[src/rtl/mmio_pkg.sv]
// Shared types for the MMIO bus arbiter: FSM states, master ids and limits.
package mmio_pkg;

    typedef enum logic [1:0] {
        IDLE   = 2'd0,
        ACCESS = 2'd1,
        WAIT   = 2'd2,
        DONE   = 2'd3
    } arb_state_t;

    typedef enum logic {
        M0 = 1'b0,
        M1 = 1'b1
    } master_t;

    localparam int RD_LAT_MAX = 7;
    localparam int CNT_W      = 3;

    function automatic master_t other_master(input master_t m);
        return (m == M0) ? M1 : M0;
    endfunction

    function automatic logic [1:0] master_onehot(input master_t m);
        return (m == M1) ? 2'b10 : 2'b01;
    endfunction

endpackage

[src/rtl/rr_arbiter2.sv]
// Two-way round-robin pick: a lone request wins, a tie goes to the master
// that did not own the bus last.
module rr_arbiter2
    import mmio_pkg::*;
(
    input  logic [1:0] req_i,
    input  master_t    last_i,
    output logic [1:0] gnt_o,
    output master_t    idx_o
);

    always_comb begin
        idx_o = M0;
        case (req_i)
            2'b01:   idx_o = M0;
            2'b10:   idx_o = M1;
            2'b11:   idx_o = other_master(last_i);
            default: idx_o = M0;
        endcase
        gnt_o = (req_i != 2'b00) ? master_onehot(idx_o) : 2'b00;
    end

endmodule

[src/rtl/mmio_bus_arbiter.sv]
// Shares the MMIO device bus between the CPU port (M0) and the loader/DMA
// port (M1); one transaction in flight, fixed device read latency.
module mmio_bus_arbiter
    import mmio_pkg::*;
#(
    parameter int RD_LAT = 1,
    parameter int AW     = 32,
    parameter int DW     = 32
) (
    input  logic          clk,
    input  logic          rst_n,

    input  logic          m0_req_i,
    input  logic          m0_we_i,
    input  logic [AW-1:0] m0_addr_i,
    input  logic [DW-1:0] m0_wdata_i,
    input  logic [3:0]    m0_wmask_i,
    output logic          m0_gnt_o,
    output logic          m0_done_o,
    output logic [DW-1:0] m0_rdata_o,
    output logic          m0_err_o,

    input  logic          m1_req_i,
    input  logic          m1_we_i,
    input  logic [AW-1:0] m1_addr_i,
    input  logic [DW-1:0] m1_wdata_i,
    input  logic [3:0]    m1_wmask_i,
    output logic          m1_gnt_o,
    output logic          m1_done_o,
    output logic [DW-1:0] m1_rdata_o,
    output logic          m1_err_o,

    output logic          bus_valid_o,
    output logic          bus_we_o,
    output logic [AW-1:0] bus_addr_o,
    output logic [DW-1:0] bus_wdata_o,
    output logic [3:0]    bus_wmask_o,
    input  logic [DW-1:0] bus_rdata_i,
    input  logic          bus_hit_i
);

    localparam logic [CNT_W-1:0] CNT_INIT = CNT_W'(RD_LAT - 1);

    arb_state_t      state_q;
    master_t         owner_q, last_q;
    logic            we_q, err_q;
    logic [AW-1:0]   addr_q;
    logic [DW-1:0]   wdata_q, rdata_q;
    logic [3:0]      wmask_q;
    logic [CNT_W-1:0] cnt_q;
    logic            bus_valid_q, bus_we_q;
    logic [1:0]      done_q;

    logic [1:0]      arb_gnt;
    master_t         arb_idx;
    logic            sel_we_d;
    logic [AW-1:0]   sel_addr_d;
    logic [DW-1:0]   sel_wdata_d;
    logic [3:0]      sel_wmask_d;

    rr_arbiter2 u_rr (
        .req_i  ({m1_req_i, m0_req_i}),
        .last_i (last_q),
        .gnt_o  (arb_gnt),
        .idx_o  (arb_idx)
    );

    always_comb begin
        sel_we_d    = m0_we_i;
        sel_addr_d  = m0_addr_i;
        sel_wdata_d = m0_wdata_i;
        sel_wmask_d = m0_wmask_i;
        if (arb_idx == M1) begin
            sel_we_d    = m1_we_i;
            sel_addr_d  = m1_addr_i;
            sel_wdata_d = m1_wdata_i;
            sel_wmask_d = m1_wmask_i;
        end
    end

    // The grant is the only combinational path from a requester; it is
    // only meaningful while IDLE, where requests are sampled.
    assign m0_gnt_o = (state_q == IDLE) & arb_gnt[0];
    assign m1_gnt_o = (state_q == IDLE) & arb_gnt[1];

    always_ff @(posedge clk or negedge rst_n) begin
        if (!rst_n) begin
            state_q     <= IDLE;
            owner_q     <= M0;
            last_q      <= M1;
            we_q        <= 1'b0;
            err_q       <= 1'b0;
            addr_q      <= '0;
            wdata_q     <= '0;
            wmask_q     <= '0;
            rdata_q     <= '0;
            cnt_q       <= '0;
            bus_valid_q <= 1'b0;
            bus_we_q    <= 1'b0;
            done_q      <= 2'b00;
        end else begin
            bus_valid_q <= 1'b0;
            bus_we_q    <= 1'b0;
            done_q      <= 2'b00;
            case (state_q)
                IDLE: begin
                    if (arb_gnt != 2'b00) begin
                        owner_q     <= arb_idx;
                        last_q      <= arb_idx;
                        we_q        <= sel_we_d;
                        addr_q      <= sel_addr_d;
                        wdata_q     <= sel_wdata_d;
                        wmask_q     <= sel_wmask_d;
                        err_q       <= 1'b0;
                        rdata_q     <= '0;
                        bus_valid_q <= 1'b1;
                        bus_we_q    <= sel_we_d;
                        state_q     <= ACCESS;
                    end
                end
                ACCESS: begin
                    err_q <= ~bus_hit_i;
                    if (we_q) begin
                        done_q  <= master_onehot(owner_q);
                        state_q <= DONE;
                    end else begin
                        cnt_q   <= CNT_INIT;
                        state_q <= WAIT;
                    end
                end
                WAIT: begin
                    if (cnt_q == '0) begin
                        // Unmapped reads must not leak whatever the decoder mux shows.
                        rdata_q <= err_q ? '0 : bus_rdata_i;
                        done_q  <= master_onehot(owner_q);
                        state_q <= DONE;
                    end else begin
                        cnt_q <= cnt_q - 1'b1;
                    end
                end
                DONE: begin
                    state_q <= IDLE;
                end
                default: state_q <= IDLE;
            endcase
        end
    end

    assign bus_valid_o = bus_valid_q;
    assign bus_we_o    = bus_we_q;
    assign bus_addr_o  = addr_q;
    assign bus_wdata_o = wdata_q;
    assign bus_wmask_o = wmask_q;

    assign m0_done_o  = done_q[0];
    assign m1_done_o  = done_q[1];
    assign m0_err_o   = done_q[0] & err_q;
    assign m1_err_o   = done_q[1] & err_q;
    assign m0_rdata_o = done_q[0] ? rdata_q : '0;
    assign m1_rdata_o = done_q[1] ? rdata_q : '0;

endmodule

[config.mk]
export PLATFORM = sky130hd
export DESIGN_NAME = mmio_bus_arbiter
export DESIGN_NICKNAME = d
export VERILOG_FILES = /design/src/rtl/mmio_pkg.sv /design/src/rtl/rr_arbiter2.sv /design/src/rtl/mmio_bus_arbiter.sv
export SDC_FILE = /design/constraint.sdc
export NUM_CORES = 1
export LEC_CHECK = 0
export CORE_MARGIN = 2
export CORE_UTILIZATION = 38
export CTS_CLUSTER_SIZE = 12
export DETAILED_ROUTE_END_ITERATION = 8
export PLACE_DENSITY_LB_ADDON = 0.3
export SYNTH_ARGS = -nofsm -noshare
export SYNTH_HDL_FRONTEND = slang
export SYNTH_SLANG_ARGS = --single-unit
[constraint.sdc]
create_clock -name clk -period 2.1 [get_ports clk]
set_input_delay 0.21 -clock clk [delete_from_list [all_inputs] [get_ports clk]]
set_output_delay 0.21 -clock clk [all_outputs]
set_load 0.005 [all_outputs]
Yosys cells after proc, flatten, opt, wreduce, memory -nomap -nowiden
Index checks and enable logic that the tools add are counted.

word-level totals
  register bits = 113
  bits of input ports = 175
  output and inout bits = 140
  logic and storage cells = 71

cells by class
  add/sub/neg operators = 1
  eq/ne operators = 9
  muxes and demuxes = 31
  bitwise gates (word level) = 5
  reductions and logical operators = 12

operators with widths
  operator                                             number
  2-to-1 mux 32 bit                                    7
  one-hot mux 32 bit (2 select lines)                  1
  2-to-1 mux 2 bit                                     7
  nonzero test 2 bit                                   5
  equality test 2 bit, second input constant           4
  2-to-1 mux 1 bit                                     8
  one-hot mux 2 bit (4 select lines)                   1
  2-to-1 mux 3 bit                                     2
  != test 2 bit, second input constant                 3
  one-hot mux 3 bit (2 select lines)                   1
  AND reduction 2 bit                                  3
  AND reduction 3 bit                                  2
  AND 1 bit                                            4
  2-to-1 mux 4 bit                                     1
  one-hot mux 1 bit (2 select lines)                   2
  one-hot mux 2 bit (2 select lines)                   1
  logical NOT 3 bit                                    1
  subtractor 3 x 1 -> 3 bit, second input constant     1
  equality test 2 x 1 -> 1 bit, second input constant  1
  logical NOT 2 bit                                    1
  != test 2 x 1 -> 1 bit, second input constant        1
  inverter 1 bit                                       1

Longest topological paths before layout
  depth in word-level cells = 7
  depth in mapped cells = 8
  mapped depth without buffers = 6

Modules after synthesis
From an unflattened synthesis, not the netlist that was laid out.

second synthesis, totals
  cells, all modules = 511
  area, all modules = 5,416.4 µm²

by module, submodules not included
  module            times used  cells each  area each (µm²)  seq. area each (µm²)
  mmio_bus_arbiter  1           507         5,390.2          2,829.0
  rr_arbiter2       1           4           26.3             0.0

Worst setup path before layout
Ideal clock, no wire load.

  path type = flip-flop to flip-flop
  start point = register state_q[0]
  end point = register rdata_q[10]
  library setup time = 121 ps
  arrival = 1,559 ps
  data required time = 1,979 ps
  slack = 420 ps
  cell stages (with the launch flop) = 8
  path buffers = 2
  clock period less this slack = 1,680 ps
  cell sequence = dfrtp_1 -> inv_1 -> ha_1 -> buf_2 -> nor3b_4 -> a211o_4 -> buf_6 -> a22o_1

on the way
  cells in the longest elaborated chain, start to end = 3
  elaborated cells on any way between the ends = 7
  those cells by class = eq/ne (3); mux (1); reduce/logical (3)

RTL lines
  item                                                      RTL line                 RTL
  start, declared                                           mmio_bus_arbiter.sv:44   arb_state_t state_q;
  start signal, assigned                                    mmio_bus_arbiter.sv:88   state_q <= IDLE;
  start signal, assigned                                    mmio_bus_arbiter.sv:118  state_q <= ACCESS;
  start signal, assigned                                    mmio_bus_arbiter.sv:125  state_q <= DONE;
  equality test 2 bit or logical NOT 2 bit (tied branches)  mmio_bus_arbiter.sv:105  case (state_q)
  != test 2 bit (no source line) (tied with other cells)    n/a
  AND reduction 3 bit (no source line)                      n/a
  end signal, assigned                                      mmio_bus_arbiter.sv:134  rdata_q <= err_q ? '0 : bus_rdata_i;
  end, declared                                             mmio_bus_arbiter.sv:48   logic [DW-1:0] wdata_q, rdata_q;

Several ways; a longest one is shown, not always the timed one.
A chain may end at the register's enable or synchronous reset.

Worst setup path in the final report
  start point = register done_q[0]
  end point = output port m0_rdata_o[28]

on the way
  cells in the longest elaborated chain, start to end = 1

RTL lines
  item                    RTL line                 RTL
  start, declared         mmio_bus_arbiter.sv:52   logic [1:0] done_q;
  start signal, assigned  mmio_bus_arbiter.sv:124  done_q <= master_onehot(owner_q);
  start signal, assigned  mmio_bus_arbiter.sv:135  done_q <= master_onehot(owner_q);
  2-to-1 mux 32 bit       mmio_bus_arbiter.sv:159  assign m0_rdata_o = done_q[0] ? rdata_q : '0;
  end, declared           mmio_bus_arbiter.sv:20   output logic [DW-1:0] m0_rdata_o,

Every way passes these cells.

==> out/results.txt <==
The run finished with clean final reports. TritonCTS built the clock tree. Derived from the worst setup path, the maximum achievable clock frequency is 518.5 MHz. Cell type of the slowest stage on the worst timing path: sky130_fd_sc_hd__clkdlybuf4s50_1. The worst setup path is launched from a flop. The maximum level of the CTS H-tree was 4.

The synthesized design contains 113 register bits. The first global-routing pass estimated 26940 um of wire. The cell leakage power is 4.004 nW. The die is 122.9 um wide. The async set or reset register ratio after synthesis is 100.0%, and the post-detailed-route wirelength per cell is 16.83 um.

The final cell count without fillers was 1040. The first-pass iteration count of the detailed router came out at 5. The total die area is 0.01512 mm2.

The diode insertion count for antenna repair was 0. The Yosys step of the flow raised 0 warnings. Once the floorplan was initialized, standard cells occupied 38.88% of the core.

Routability-driven placement finished with a final weighted congestion of 0.7649. After routing, the total negative slack on setup checks comes to 0 ns. After layout, the worst path uses 91.84% of the clock period. The number of setup violations in the final report was 0.

Across all register-to-register paths, the minimum setup slack is 0.20 ns. Counting every net in the synthesized netlist gives 724. The number of antenna violations at the first check in global routing is 0.

Core box area: 0.01383 mm2. The maximum fanout along the worst path came out at 34. In this run the deepest clock path goes through 2 buffers. The run gives 23.07% as the overall routing resource usage. The via-per-instance ratio was 5.066; the mapped cell area was 0.005376 mm2. The TritonCTS buffer count is 17. Across the routed clock network, the largest skew measured is 0.009086 ns. The wire-length estimate of the detail-placed layout is 12590 um. The worst setup path is of the reg2out kind. The clock-pin slew reported for the worst setup and hold paths after clock tree synthesis was 0.06 ns; the number of placed instances, taps included was 1007. The standard-cell row count was 43; the final wirelength was 17500 um. The worst-case IR drop observed on VDD is 0.8422 mV. The y dimension of the die was 122.9 um.

The tool flagged a number of max-cap violations equal to 0. The post-route netlist has 6.512% of its cells at a drive strength greater than 1. The detailed router placed 5269 vias in this run. In this run the tightest slew margin relative to its limit is 54.28%.

In this run the worst hold path is classified as in2reg. The count of nets left with antenna violations once routing finished came out at 0. The count of mapped cells out of synthesis is 544, and the clock latency of the later-clocked register in the worst-skew pair is 0.40 ns. In this run the power density over the cells is 1249 mW/mm2. After layout, the minimum clock period comes to 1.929 ns. The final global-route overflow total is 0.

Via count of the first global-routing pass: 5500. For the pin with the worst max-slew slack, the measured transition is 0.6859 ns. The total number of nets in the final design was 1027.

After synthesis, the mean cell area works out to 9.883 um2. The final number of hold-violating endpoints came out at 0. Walking the worst path, the cells encountered are buf_4 -> and2_1 -> clkdlybuf4s50_1.

Violation count after the first detailed-routing iteration: 242. Setup repair after global routing left no endpoint under its margin. In this run the count of I/O pins placed on the die edge is 315.

Sequential cells were found to cover 52.62% of the synthesized design area. Entering global routing, the biggest net connects 74 pins. The area added between synthesis and finish is 71.77%, and the worst path required time is 1.89 ns. The total clock sinks came out at 113. The largest single stage delay on the critical path is 0.53 ns. Buffer type at the clock tree root: sky130_fd_sc_hd__clkbuf_16.

The synthesized netlist contains 37 unique library cells. The utilization of the core after routing was 66.79%; the DRC violation count after routing was 0. Number of synthesized flops with an enable pin: 0.

The run gives 1.72 ns as the arrival time of data at the critical path endpoint. Among all flip-flop cells after synthesis, the most frequent one is sky130_fd_sc_hd__dfrtp_1. The worst setup path is captured at an output port. The count of pins over their slew limit was 0; the number of filler instances in the final layout was 1085. The number of buffers added on ports works out to 314.
-- per-layer routing --
metal / up-vias / share of wire, % / track usage [%]
met3: 27 / 10 / 8.718
met2: 242 / 51 / 40.57
met1: 2502 / 37 / 24.96
met5: - / 0 / 0
met4: 0 / 1.9 / 9.267
li1: 2498 / - / -
-- report_power, final --
group | internal, mW | total [mW] | switching [mW] | leakage [nW]
clock | 1.70 | 2.68 | 0.982 | 0.274
sequential | 3.15 | 3.73 | 0.584 | 1.37
combinational | 2.88 | 5.12 | 2.24 | 2.36
total | 7.73 | 11.5 | 3.80 | 4.00
-- cells in the final DEF (no fill, tap or decap), types with 2 or more instances in the layout --
master                            instances
sky130_fd_sc_hd__clkdlybuf4s50_1        311
sky130_fd_sc_hd__dfrtp_1                112
sky130_fd_sc_hd__a21oi_1                101
sky130_fd_sc_hd__and2_1                  68
sky130_fd_sc_hd__nor2_1                  54
sky130_fd_sc_hd__nand2_1                 51
sky130_fd_sc_hd__a22o_1                  32
sky130_fd_sc_hd__and3_1                  19
sky130_fd_sc_hd__a221o_1                 19
sky130_fd_sc_hd__clkbuf_16               17
sky130_fd_sc_hd__buf_4                    9
sky130_fd_sc_hd__clkinv_2                 7
sky130_fd_sc_hd__buf_12                   6
sky130_fd_sc_hd__inv_1                    5
sky130_fd_sc_hd__o21ai_0                  5
sky130_fd_sc_hd__ha_1                     4
sky130_fd_sc_hd__nand2b_1                 3
sky130_fd_sc_hd__clkbuf_8                 3
sky130_fd_sc_hd__clkinvlp_4               3
sky130_fd_sc_hd__nand3_1                  2
sky130_fd_sc_hd__o311ai_0                 2
sky130_fd_sc_hd__dlygate4sd2_1            2
-- logic make-up after synthesis --
family	after synthesis	synth area share, %
AO/OA/AOI/OAI	169	20.67
multiplexers	2	0.3956
AND/OR/NAND/NOR	204	19.46
flip-flops	113	52.62
adder cells (fa/ha/maj)	5	1.164
buffers and inverters	51	5.702
-- critical path, delay by kind of cell, from the launching register on --
family                 cells  cell delay, ns
and+or+nand+nor            1            0.19
DFF                        1            0.31
buffers and inverters      2            0.81
-- registers in the layout (all words and copies together), names as in the netlist --
name and cells:
cnt_q 3, bus_valid_o 1, we_q 1, state_q 2, last_q 1, bus_wdata_o 32
done_q 2, err_q 1, bus_we_o 1, bus_wmask_o 4, rdata_q 32, owner_q 1
bus_addr_o 32
-- repair_timing --
item,in CTS,in global routing
endpoints found under the hold margin,48,0
gates resized for setup,5,0
setup endpoints to repair,2,0
buffers inserted,0,0
hold buffers,1,0
-- worst paths after layout --
kind | endpoint | from | cells past startpoint
worst max-delay path | m0_rdata_o[28] | done_q[0] | 3
worst min-delay path | bus_wdata_o[17] | m0_wdata_i[17] | 3
worst max register to register | rdata_q[29] | state_q[0] | 6
worst min register to register | done_q[0] | owner_q | 1
max in group asynchronous | last_q | rst_n | 3
min in group asynchronous | bus_addr_o[21] | rst_n | 2
-- synthesized netlist by cell type (2+ instances only) --
library cell,count,area share (%)
sky130_fd_sc_hd__ha_1,5,1.2
sky130_fd_sc_hd__o21ai_0,5,0.47
sky130_fd_sc_hd__inv_1,6,0.42
sky130_fd_sc_hd__buf_4,5,0.70
sky130_fd_sc_hd__nand2b_1,3,0.35
sky130_fd_sc_hd__dfrtp_1,112,52
sky130_fd_sc_hd__and3_1,19,2.2
sky130_fd_sc_hd__clkbuf_1,13,0.91
sky130_fd_sc_hd__a22o_1,32,5.2
sky130_fd_sc_hd__and2_1,68,7.9
sky130_fd_sc_hd__o311ai_0,2,0.33
sky130_fd_sc_hd__buf_2,17,1.6
sky130_fd_sc_hd__a21oi_1,101,9.4
sky130_fd_sc_hd__o21ai_1,2,0.19
sky130_fd_sc_hd__a221o_1,19,3.5
sky130_fd_sc_hd__nand3_1,2,0.19
sky130_fd_sc_hd__nor2_1,54,3.8
sky130_fd_sc_hd__buf_6,10,2.1
sky130_fd_sc_hd__nand2_1,51,3.6
-- cell type report --
cell class | count | area [um2] | area share (%)
timing repair buffer | 329 | 3328 | 36.04
sequential | 113 | 2829 | 30.63
multi-input combinational | 380 | 2272 | 24.60
clock buffer | 21 | 470.5 | 5.094
tap | 180 | 225.2 | 2.439
clock inverter | 11 | 87.58 | 0.9484
inverter | 6 | 22.52 | 0.2439
-- per-stage QoR --
step / hold slack, ns / worst slack, ns / instance area, um2 / total power [mW]
final: 0.3459 / 0.1713 / 9235 / 11.54
after global routing: 0.3388 / 0.02245 / 9235 / 12.32
after CTS: 0.3268 / 0.1547 / 9235 / 11.67
after detailed placement: 0.3001 / 0.1086 / 8657 / 8.871
after global placement: 0.2918 / 0.1833 / 8657 / 8.647
after floorplan: -0.08559 / 0.4201 / 5376 / 6.218
No activity file was read; power rests on OpenSTA's default activity.
